===== src/rtl/bid_round_sequencer.sv =====
`default_nettype none
// ============================================================================
// Module   : bid_round_sequencer
// Purpose  : Host-side command sequencer for the three-bidder auction unit.
// Revision : 1.0 - initial release
// ============================================================================
module bid_round_sequencer #(
    parameter logic [31:0] UNLOCK_KEY = 32'h0F0F0F0F,
    parameter int          MAX_WAIT   = 16
) (
    input  logic        clk,
    input  logic        reset,
    input  logic        cfg_valid,
    output logic        cfg_ready,
    input  logic [31:0] cfg_xbal,
    input  logic [31:0] cfg_ybal,
    input  logic [31:0] cfg_zbal,
    input  logic [2:0]  cfg_mask,
    input  logic [31:0] cfg_timer,
    input  logic [31:0] cfg_cost,
    output logic [3:0]  C_op,
    output logic [31:0] C_data,
    output logic        C_start,
    input  logic        ready,
    input  logic        roundOver,
    input  logic [1:0]  err,
    input  logic        X_win,
    input  logic        Y_win,
    input  logic        Z_win,
    input  logic [31:0] maxBid,
    output logic        res_valid,
    input  logic        res_ack,
    output logic [1:0]  res_winner,
    output logic [31:0] res_maxBid,
    output logic [1:0]  res_status,
    output logic        busy
);

    localparam int c_wait_w = $clog2(MAX_WAIT + 1);

    localparam logic [2:0] c_st_idle   = 3'd0;
    localparam logic [2:0] c_st_cfg    = 3'd1;
    localparam logic [2:0] c_st_run    = 3'd2;
    localparam logic [2:0] c_st_close  = 3'd3;
    localparam logic [2:0] c_st_unlock = 3'd4;
    localparam logic [2:0] c_st_report = 3'd5;

    localparam logic [1:0] c_ph_issue = 2'd0;
    localparam logic [1:0] c_ph_wait  = 2'd1;
    localparam logic [1:0] c_ph_check = 2'd2;

    localparam logic [3:0] c_op_noop   = 4'd0;
    localparam logic [3:0] c_op_unlock = 4'd1;
    localparam logic [3:0] c_op_lock   = 4'd2;
    localparam logic [3:0] c_op_loadx  = 4'd3;
    localparam logic [3:0] c_op_loady  = 4'd4;
    localparam logic [3:0] c_op_loadz  = 4'd5;
    localparam logic [3:0] c_op_mask   = 4'd6;
    localparam logic [3:0] c_op_timer  = 4'd7;
    localparam logic [3:0] c_op_charge = 4'd8;

    localparam logic [2:0] c_last_step = 3'd6;

    logic [2:0]          r_state, w_next_state;
    logic [2:0]          r_step, w_next_step;
    logic [1:0]          r_phase, w_next_phase;
    logic [31:0]         r_timer_cnt, w_next_timer_cnt;
    logic [c_wait_w-1:0] r_wait_cnt, w_next_wait_cnt;
    logic [3:0]          r_c_op, w_next_c_op;
    logic [31:0]         r_c_data, w_next_c_data;
    logic                r_c_start, w_next_c_start;
    logic [1:0]          r_res_winner, w_next_res_winner;
    logic [31:0]         r_res_maxbid, w_next_res_maxbid;
    logic [1:0]          r_res_status, w_next_res_status;

    logic [31:0] r_xbal, r_ybal, r_zbal, r_timer, r_cost;
    logic [2:0]  r_mask;

    logic [2:0]  w_issue_step;
    logic [3:0]  w_issue_op;
    logic [31:0] w_issue_data;
    logic [31:0] w_run_len;
    logic [1:0]  w_winner;

    // From the check phase the op offered is already the following step's.
    assign w_issue_step = (r_phase == c_ph_check) ? r_step + 3'd1 : r_step;
    assign w_run_len    = (r_timer == 32'd0) ? 32'd1 : r_timer;
    assign w_winner     = X_win ? 2'd1 : (Y_win ? 2'd2 : (Z_win ? 2'd3 : 2'd0));

    always_comb begin
        w_issue_op   = c_op_noop;
        w_issue_data = 32'd0;
        case (w_issue_step)
            3'd0: begin w_issue_op = c_op_loadx;  w_issue_data = r_xbal;             end
            3'd1: begin w_issue_op = c_op_loady;  w_issue_data = r_ybal;             end
            3'd2: begin w_issue_op = c_op_loadz;  w_issue_data = r_zbal;             end
            3'd3: begin w_issue_op = c_op_mask;   w_issue_data = {29'd0, r_mask};    end
            3'd4: begin w_issue_op = c_op_timer;  w_issue_data = r_timer;            end
            3'd5: begin w_issue_op = c_op_charge; w_issue_data = r_cost;             end
            3'd6: begin w_issue_op = c_op_lock;   w_issue_data = UNLOCK_KEY;         end
            default: begin w_issue_op = c_op_noop; w_issue_data = 32'd0;             end
        endcase
    end

    always_comb begin
        w_next_state      = r_state;
        w_next_step       = r_step;
        w_next_phase      = r_phase;
        w_next_timer_cnt  = r_timer_cnt;
        w_next_wait_cnt   = r_wait_cnt;
        w_next_c_op       = c_op_noop;
        w_next_c_data     = 32'd0;
        w_next_c_start    = 1'b0;
        w_next_res_winner = r_res_winner;
        w_next_res_maxbid = r_res_maxbid;
        w_next_res_status = r_res_status;
        case (r_state)
            c_st_idle: begin
                if (cfg_valid) begin
                    w_next_state = c_st_cfg;
                    w_next_step  = 3'd0;
                    // LoadX goes out straight from the accepted inputs.
                    if (ready) begin
                        w_next_c_op   = c_op_loadx;
                        w_next_c_data = cfg_xbal;
                        w_next_phase  = c_ph_wait;
                    end else begin
                        w_next_phase  = c_ph_issue;
                    end
                end
            end
            c_st_cfg: begin
                case (r_phase)
                    c_ph_issue: begin
                        if (ready) begin
                            w_next_c_op   = w_issue_op;
                            w_next_c_data = w_issue_data;
                            w_next_phase  = c_ph_wait;
                        end
                    end
                    c_ph_wait: begin
                        w_next_phase = c_ph_check;
                    end
                    default: begin
                        if (err != 2'b00) begin
                            w_next_res_status = 2'd1;
                            w_next_state      = c_st_unlock;
                        end else if (r_step == c_last_step) begin
                            w_next_state     = c_st_run;
                            w_next_timer_cnt = w_run_len;
                            w_next_c_start   = 1'b1;
                        end else begin
                            w_next_step = w_issue_step;
                            if (ready) begin
                                w_next_c_op   = w_issue_op;
                                w_next_c_data = w_issue_data;
                                w_next_phase  = c_ph_wait;
                            end else begin
                                w_next_phase  = c_ph_issue;
                            end
                        end
                    end
                endcase
            end
            c_st_run: begin
                if (r_timer_cnt == 32'd1) begin
                    w_next_state    = c_st_close;
                    w_next_wait_cnt = '0;
                end else begin
                    w_next_timer_cnt = r_timer_cnt - 32'd1;
                    w_next_c_start   = 1'b1;
                end
            end
            c_st_close: begin
                if (roundOver) begin
                    w_next_res_winner = w_winner;
                    w_next_res_maxbid = maxBid;
                    w_next_res_status = 2'd0;
                    w_next_state      = c_st_unlock;
                end else if (r_wait_cnt == c_wait_w'(MAX_WAIT - 1)) begin
                    w_next_res_winner = 2'd0;
                    w_next_res_maxbid = 32'd0;
                    w_next_res_status = 2'd2;
                    w_next_state      = c_st_unlock;
                end else begin
                    w_next_wait_cnt = r_wait_cnt + c_wait_w'(1);
                end
            end
            c_st_unlock: begin
                if (ready) begin
                    w_next_c_op   = c_op_unlock;
                    w_next_c_data = UNLOCK_KEY;
                    w_next_state  = c_st_report;
                end
            end
            c_st_report: begin
                if (res_ack) begin
                    w_next_state = c_st_idle;
                end
            end
            default: begin
                w_next_state = c_st_idle;
            end
        endcase
    end

    always_ff @(posedge clk or posedge reset) begin
        if (reset) begin
            r_state      <= c_st_idle;
            r_step       <= 3'd0;
            r_phase      <= c_ph_issue;
            r_timer_cnt  <= 32'd0;
            r_wait_cnt   <= '0;
            r_c_op       <= c_op_noop;
            r_c_data     <= 32'd0;
            r_c_start    <= 1'b0;
            r_res_winner <= 2'd0;
            r_res_maxbid <= 32'd0;
            r_res_status <= 2'd0;
            r_xbal       <= 32'd0;
            r_ybal       <= 32'd0;
            r_zbal       <= 32'd0;
            r_mask       <= 3'd0;
            r_timer      <= 32'd0;
            r_cost       <= 32'd0;
        end else begin
            r_state      <= w_next_state;
            r_step       <= w_next_step;
            r_phase      <= w_next_phase;
            r_timer_cnt  <= w_next_timer_cnt;
            r_wait_cnt   <= w_next_wait_cnt;
            r_c_op       <= w_next_c_op;
            r_c_data     <= w_next_c_data;
            r_c_start    <= w_next_c_start;
            r_res_winner <= w_next_res_winner;
            r_res_maxbid <= w_next_res_maxbid;
            r_res_status <= w_next_res_status;
            if (r_state == c_st_idle && cfg_valid) begin
                r_xbal  <= cfg_xbal;
                r_ybal  <= cfg_ybal;
                r_zbal  <= cfg_zbal;
                r_mask  <= cfg_mask;
                r_timer <= cfg_timer;
                r_cost  <= cfg_cost;
            end
        end
    end

    assign cfg_ready  = (r_state == c_st_idle);
    assign busy       = (r_state != c_st_idle);
    assign res_valid  = (r_state == c_st_report);
    assign C_op       = r_c_op;
    assign C_data     = r_c_data;
    assign C_start    = r_c_start;
    assign res_winner = r_res_winner;
    assign res_maxBid = r_res_maxbid;
    assign res_status = r_res_status;

endmodule
`default_nettype wire


===== config.mk =====
export PLATFORM = sky130hd
export DESIGN_NAME = bid_round_sequencer
export DESIGN_NICKNAME = d
export VERILOG_FILES = /design/src/rtl/bid_round_sequencer.sv
export SDC_FILE = /design/constraint.sdc
export NUM_CORES = 1
export LEC_CHECK = 0
export ABC_AREA = 1
export CORE_MARGIN = 1.5
export CORE_UTILIZATION = 39
export CTS_CLUSTER_DIAMETER = 150
export DETAILED_ROUTE_END_ITERATION = 7
export HOLD_SLACK_MARGIN = 0.05
export PLACE_DENSITY = 0.65
export SLEW_MARGIN = 20
export SYNTH_ARGS = -nofsm -noshare
export SYNTH_HDL_FRONTEND = slang
export SYNTH_SLANG_ARGS = --single-unit

===== constraint.sdc =====
create_clock -name clk -period 21.6 [get_ports clk]
set_input_delay 3.24 -clock clk [delete_from_list [all_inputs] [get_ports clk]]
set_output_delay 3.24 -clock clk [all_outputs]
set_load 0.01 [all_outputs]

==> results.ini, run 1 <==
[status]
status = complete, no violations

[floorplan]
initial_core_util_pct = 39.96
die_h_um = 191.8
rows = 68
io_pins = 282
dieArea_um2 = 36790
die_x_um = 191.8
core_area_um2 = 34800

[logic_synthesis]
synth_enable_flop_cells = 0
syn_area_per_cell_um2 = 7.404
synth_area_um2 = 13900
synth_adder_area_share_pct = 0.5399
async_reset_ff_share_pct = 100.0
synth_flop_cell = dfrtp_1
synth_top_family_by_area = simple AND/OR/NAND/NOR gates
synth_compound_gate_area_share_pct = 6.668
synth_simple_gate_area_share_pct = 35.30
netlist_instances = 1878
yosysTopAreaCell = dfrtp_1
netlist-cell-type-count = 29
synth_most_common_cell = nand2_1
synth_xor_area_share_pct = 0.3149
synth_seq_cells = 281
ys_top_cells_by_count = 787 x nand2_1, 281 x dfrtp_1, 227 x nand3_1
synthTopCellsByArea = dfrtp_1 51%, nand2_1 21%, nand3_1 8.2%
yosysWarnings = 0
ys_seq_area_share_pct = 50.57
muxShareOfSynthArea_pct = 0
yosys.area.top_type_share_pct = 50.57
postSynthNetCount = 2090

[timing]
fmax_ghz = 0.1818
fin_ws_ps = 16100
slew_viol_final = 0
hold_slack_ps = 479.4
setup_viol = 0
min_period_ps = 5500
rsz0062_at_grt = false
clock_skew_ps = 5.911
final_hold_viol_count = 0
fin_crit_sh_pct = 25.46
worst_pin_slew_ps = 1117
tns_ps = 0
slew_headroom_pct = 25.56

[drt]
wl_per_cell_um = 17.20
vias_per_cell = 5.102
dr.pass1.iters = 7
wl_um = 44470
drtIter0Drc = 1234
vias = 13189
drc = 0
ant_nets = 0

[placed_design]
place.gp.congestion = 0.8793
hpwl_um = 30530
numPortBuffers = 281
post_dp_cell_area_um2 = 16910
dp_slack_ps = 15570

[final_layout]
design_area_um2 = 17980
nNetsFinal = 2319
area_growth_pct = 29.34
drive_gt1_share_pct = 4.415
fillCellCount = 3340

[power]
power_leakage_uw = 0.008894
power_density_nw_per_um2 = 133.1
total_power_uw = 2394
ir_drop_mv = 0.07226

[global_route]
grt_max_degree = 144
antenna_found_initial = 0
grt_pass1_wl_um = 69150
track_usage_pct = 24.03
grt.overflow.total = 0
grt_pass1_vias = 12581

[clocking]
cts_resized = 0
numCtsBuffers = 31
post_cts_buffers = 0
cts_buffer_depth = 3
clk_pin_slew_ps = 60
cts-root-buf = clkbuf_16
cts_tree = done
clk_latency_ps = 570
htreeDepth = 1
hold_buffers = 0
clock-sinks = 281

[flow_run]
maxCapViolCount = 0

[worst_setup_path]
cp.required_ps = 22100
worstSetupEndpointType = flop
arrival_ps = 6000
critPathMostFrequentCell = nand2_1
critPathTopFamily = buffers and inverters
crit_chain = clkdlybuf4s50_1 > nand2_4 > inv_6 > buf_4 > nand2_1 > nand2_1 > nand2_1 > nand2_1
path_max_fanout = 139
slowest_delay_ps = 750
startpoint_type = primary input
crit_slowest_cell = buf_4
path_buf_inv = 3
path_class = primary input to flop

[min_path]
min_path_type = flop to flop

worst paths after layout:
check,start,end,slack (ps),cells past startpoint
hold / removal,r_ybal[25]$_DFFE_PP0P_,r_ybal[25]$_DFFE_PP0P_,480,2
min in group asynchronous,reset,C_data[14]$_DFF_PP0_,3240,2
setup / recovery,cfg_valid,C_data[25]$_DFF_PP0_,16100,8
max in group asynchronous,reset,r_zbal[29]$_DFFE_PP0P_,16950,3
setup reg to reg,r_state[0]$_DFFE_PP0P_,C_data[25]$_DFF_PP0_,18330,10
hold reg to reg,r_ybal[25]$_DFFE_PP0P_,r_ybal[25]$_DFFE_PP0P_,480,2
cell families (layout without fill, tap and decap cells):
logic type                 after synthesis  after routing
xor gates and xnor gates                 5              5
and+or+nand+nor                       1194           1194
AOI/OAI and AO/OA                      181            181
other                                    0              1
buffers and inverters                  211            462
DFF                                    281            281
adders and majority gates                6              6
per-stage QoR:
| step | utilization (%) | std cells |
|---|---|---|
| 4_1_cts | 51.66 | 2584 |
| 5_1_grt | 51.68 | 2584 |
| 6_report | 51.68 | 2585 |
| 3_3_place_gp | 48.60 | 2529 |
| 2_1_floorplan | - | 1878 |
| 3_5_place_dp | 48.60 | 2529 |
layout by cell type (no fill, tap or decap), drive strengths merged, types with 5 or more instances in the layout:
master and count:
buf 11, clkbuf 45, clkdlybuf4s50 281, clkinv 5
dfrtp 281, ha 6, inv 115, nand2 798
nand3 227, nand4 20, nor2 143, o21ai 166
layout make-up:
cell class	count	area, um2	area share [%]
well taps	455	569.3	3.165
repair buffers	292	2895	16.10
diodes	1	2.502	0.01391
clock inverters	10	156.4	0.8696
clock buffers	45	908.4	5.051
multi-input cells	1386	5972	33.21
inverters	115	449.2	2.498
flip-flops and latches	281	7032	39.10
layer usage:
layer  global-route usage [%]  vias to the layer above  share of wire [%]
met2                    37.00                      515                 45
met1                    34.13                     6189                 44
met3                    4.422                       64                7.7
li1                         -                     6421                  -
met5                        0                        -                  0
met4                    7.632                        0                3.1
worst register-to-register path, delay by kind of cell, from the launching register on:
family / cells / cell delay, ps
buffers and inverters: 3 / 1730
DFF: 1 / 400
and+or+nand+nor: 7 / 1080
where the power goes:
| part | leakage, uW | switching (uW) | internal [uW] |
|---|---|---|---|
| clock | 0.000523 | 218 | 337 |
| combinational | 0.00477 | 610 | 344 |
| sequential | 0.00360 | 137 | 748 |
| total | 0.00889 | 965 | 1430 |
sequential cells by signal, indices dropped and copies added (netlist names):
| signal | count |
|---|---|
| C_start | 1 |
| r_zbal | 32 |
| res_status | 2 |
| r_phase | 2 |
| r_ybal | 32 |
| r_mask | 3 |
| res_maxBid | 32 |
| r_xbal | 32 |
| r_wait_cnt | 5 |
| r_cost | 32 |
| res_winner | 2 |
| r_timer | 32 |
| r_state | 3 |
| C_data | 32 |
| r_step | 3 |
| r_timer_cnt | 32 |
| C_op | 4 |
Power figures use the tool's default switching activity.
==> run 2, diff against run 1 <==
--- a/config.mk
+++ b/config.mk
@@ -11,7 +11,7 @@
 export CTS_CLUSTER_DIAMETER = 150
 export DETAILED_ROUTE_END_ITERATION = 7
 export HOLD_SLACK_MARGIN = 0.05
-export PLACE_DENSITY = 0.65
+export PLACE_DENSITY = 0.68
 export SLEW_MARGIN = 20
 export SYNTH_ARGS = -nofsm -noshare
 export SYNTH_HDL_FRONTEND = slang
==> constraint.sdc (replaced) <==
create_clock -name clk -period 4.9 [get_ports clk]
set_input_delay 0.735 -clock clk [delete_from_list [all_inputs] [get_ports clk]]
set_output_delay 0.735 -clock clk [all_outputs]
set_load 0.01 [all_outputs]
==> run 2 against run 1 <==
Compared with the run above:
- first-iteration DRC count fell by 4.4%
- count of clock-buffer cells in the layout fell by 4
- non-clock buffer count rose by 7
- global-route usage barely moved
- clock power rose to 4.3 times the previous value
- sequential share of layout area fell by 0.071 points
- sequential cell count did not move
- sequential power rose to 4.4 times the previous value
- via count rose by 1.1%
- power rose to 4.4 times the previous value
- combinational power rose to 4.5 times the previous value
==> results.ini, run 2 (same netlist as run 1, synthesis figures left out) <==
[clocking]
cts_resized = 0
htreeDepth = 1
clk_pin_slew_ps = 60
numCtsBuffers = 31
clk_latency_ps = 590
cts_tree = done
clock-sinks = 281
post_cts_buffers = 0
cts-root-buf = clkbuf_16
hold_buffers = 0
cts_buffer_depth = 3

[final_layout]
drive_gt1_share_pct = 4.864
n_antenna_cell = 0
postLayoutCoreUtil_pct = 51.78
fillCellCount = 3319
nNetsFinal = 2326
instances_no_fill = 2593
final_cell_mix = 786 x nand2_1, 281 x dfrtp_1, 281 x clkdlybuf4s50_1, 227 x nand3_1, 131 x nor2_1
layout_commonest_cell = nand2_1
area_growth_pct = 29.58

[worst_setup_path]
cp.required_ps = 5420
critPathMostFrequentCell = o21ai_1
worstSetupEndpointType = flop
slowest_delay_ps = 740
startpoint_type = flop
timing.rr.start = r_step[0]$_DFFE_PP0P_
rr_worst_depth = 10
rr_endpoint = C_data[14]$_DFF_PP0_
crit_chain = inv_1 > ha_1 > nand3b_1 > nand2_2 > nor2_4 > buf_4 > nand3_1 > o21ai_1 > o21ai_1 > nand2_1
path_max_fanout = 34
ff2ff_setup_slack_ps = 2010
crit_slowest_cell = nor2_4
arrival_ps = 3410
path_class = flop to flop

[timing]
fin_ws_ps = 2009
worst_pin_slew_ps = 1016
final_hold_viol_count = 0
slew_headroom_pct = 32.21
setup_viol = 0
clock_skew_ps = 20.78
rsz0062_at_grt = false
fmax_ghz = 0.3459
slew_viol_final = 0
min_period_ps = 2891
tns_ps = 0
fin_crit_sh_pct = 59.01

[floorplan]
die_h_um = 191.8
initial_core_util_pct = 39.96
core_area_um2 = 34800
dieArea_um2 = 36790
rows = 68
io_pins = 282
die_x_um = 191.8

[global_route]
grt_max_degree = 111
track_usage_pct = 23.99
grt_pass1_wl_um = 69490
grt_pass1_vias = 12905
grt.overflow.total = 0
antenna_found_initial = 0

[min_path]
hold-path-cell-count = 2
min_path_type = flop to flop
min_to = r_zbal[18]$_DFFE_PP0P_
min_from = r_zbal[18]$_DFFE_PP0P_

[power]
switching_share_pct = 40.87
pwr-share-comb_pct = 40.3
ir_drop_mv = 0.3286
power_leakage_uw = 0.008922
p_sw_uw = 4302
seq_power_share_pct = 37.0
power_density_nw_per_um2 = 584.2
clkPwrFrac_pct = 22.7
p_int_uw = 6225

[drt]
drtIter0Drc = 1180
vias = 13329
drc = 0
ant_nets = 0
wl_per_cell_um = 17.04
dr.pass1.iters = 5
vias_per_cell = 5.140
wl_um = 44190

[flow_run]
maxCapViolCount = 0

[placed_design]
numPortBuffers = 281
place_inst = 2536
dp_slack_ps = 1826
hpwl_um = 31330
place.gp.congestion = 0.9044

[status]
status = complete, no violations

## run 2: cell types whose count changed in the layout (fill, tap and decap cells not counted), sizes merged
cell / before / now
diode: 1 / 0
buf: 11 / 18
clkbuf: 45 / 41
clkinv: 5 / 11
clkinvlp: 1 / 2
bufinv: 4 / 3
## run 2: power by group through the flow
stage	logic, uW	registers, uW	clock network (uW)
2_1_floorplan	2710	3850	0
3_3_place_gp	4130	3900	0
3_5_place_dp	4220	3910	0
4_1_cts	4240	3880	2420
5_1_grt	4770	4010	2510
6_report	4250	3890	2390
## run 2: worst max-delay path by stage
stage	cells past startpoint	from	slack (ps)	endpoint
global route	10	r_step[0]$_DFFE_PP0P_	1800	C_data[14]$_DFF_PP0_
CTS	4	r_state[0]$_DFFE_PP0P_	1990	cfg_ready
detailed placement	6	cfg_valid	1830	r_phase[1]$_DFFE_PP0P_
floorplan	1	reset	440	C_data[0]$_DFF_PP0_
global placement	8	cfg_valid	1900	C_data[9]$_DFF_PP0_
finish	10	r_step[0]$_DFFE_PP0P_	2010	C_data[14]$_DFF_PP0_
## run 2: per-stage QoR
step                      instance area [um2]  power [uW]  hold WS, ps
after global placement                  16970        8029        459.8
after global routing                    18020       11290        495.1
after CTS                               18020       10550        478.9
after detailed placement                16970        8121        462.0
final                                   18020       10530        476.3
after floorplan                         13910        6559        443.6
## run 2: critical path, delay by kind of cell (launching register included)
kind | cells | cell delay, ps
simple gates | 5 | 1220
buf+inv | 2 | 520
fa+ha+maj | 1 | 300
compound gates | 2 | 390
flops | 1 | 390
## run 2: metal layers
layer / vias up / share of wire (%) / GRT usage [%]
met5: - / 0 / 0
met4: 0 / 3.6 / 8.534
met3: 88 / 7.0 / 3.508
met2: 504 / 45 / 37.64
met1: 6300 / 45 / 33.73
li1: 6437 / - / -
## run 2: area by class of cell
class	count	area [um2]	area share, %
clock buffer	41	863.3	4.792
inverter	115	440.4	2.444
clock inverter	16	180.2	1.000
timing repair buffer	299	2960	16.43
tap	455	569.3	3.160
sequential	281	7032	39.03
multi-input combinational	1386	5972	33.15
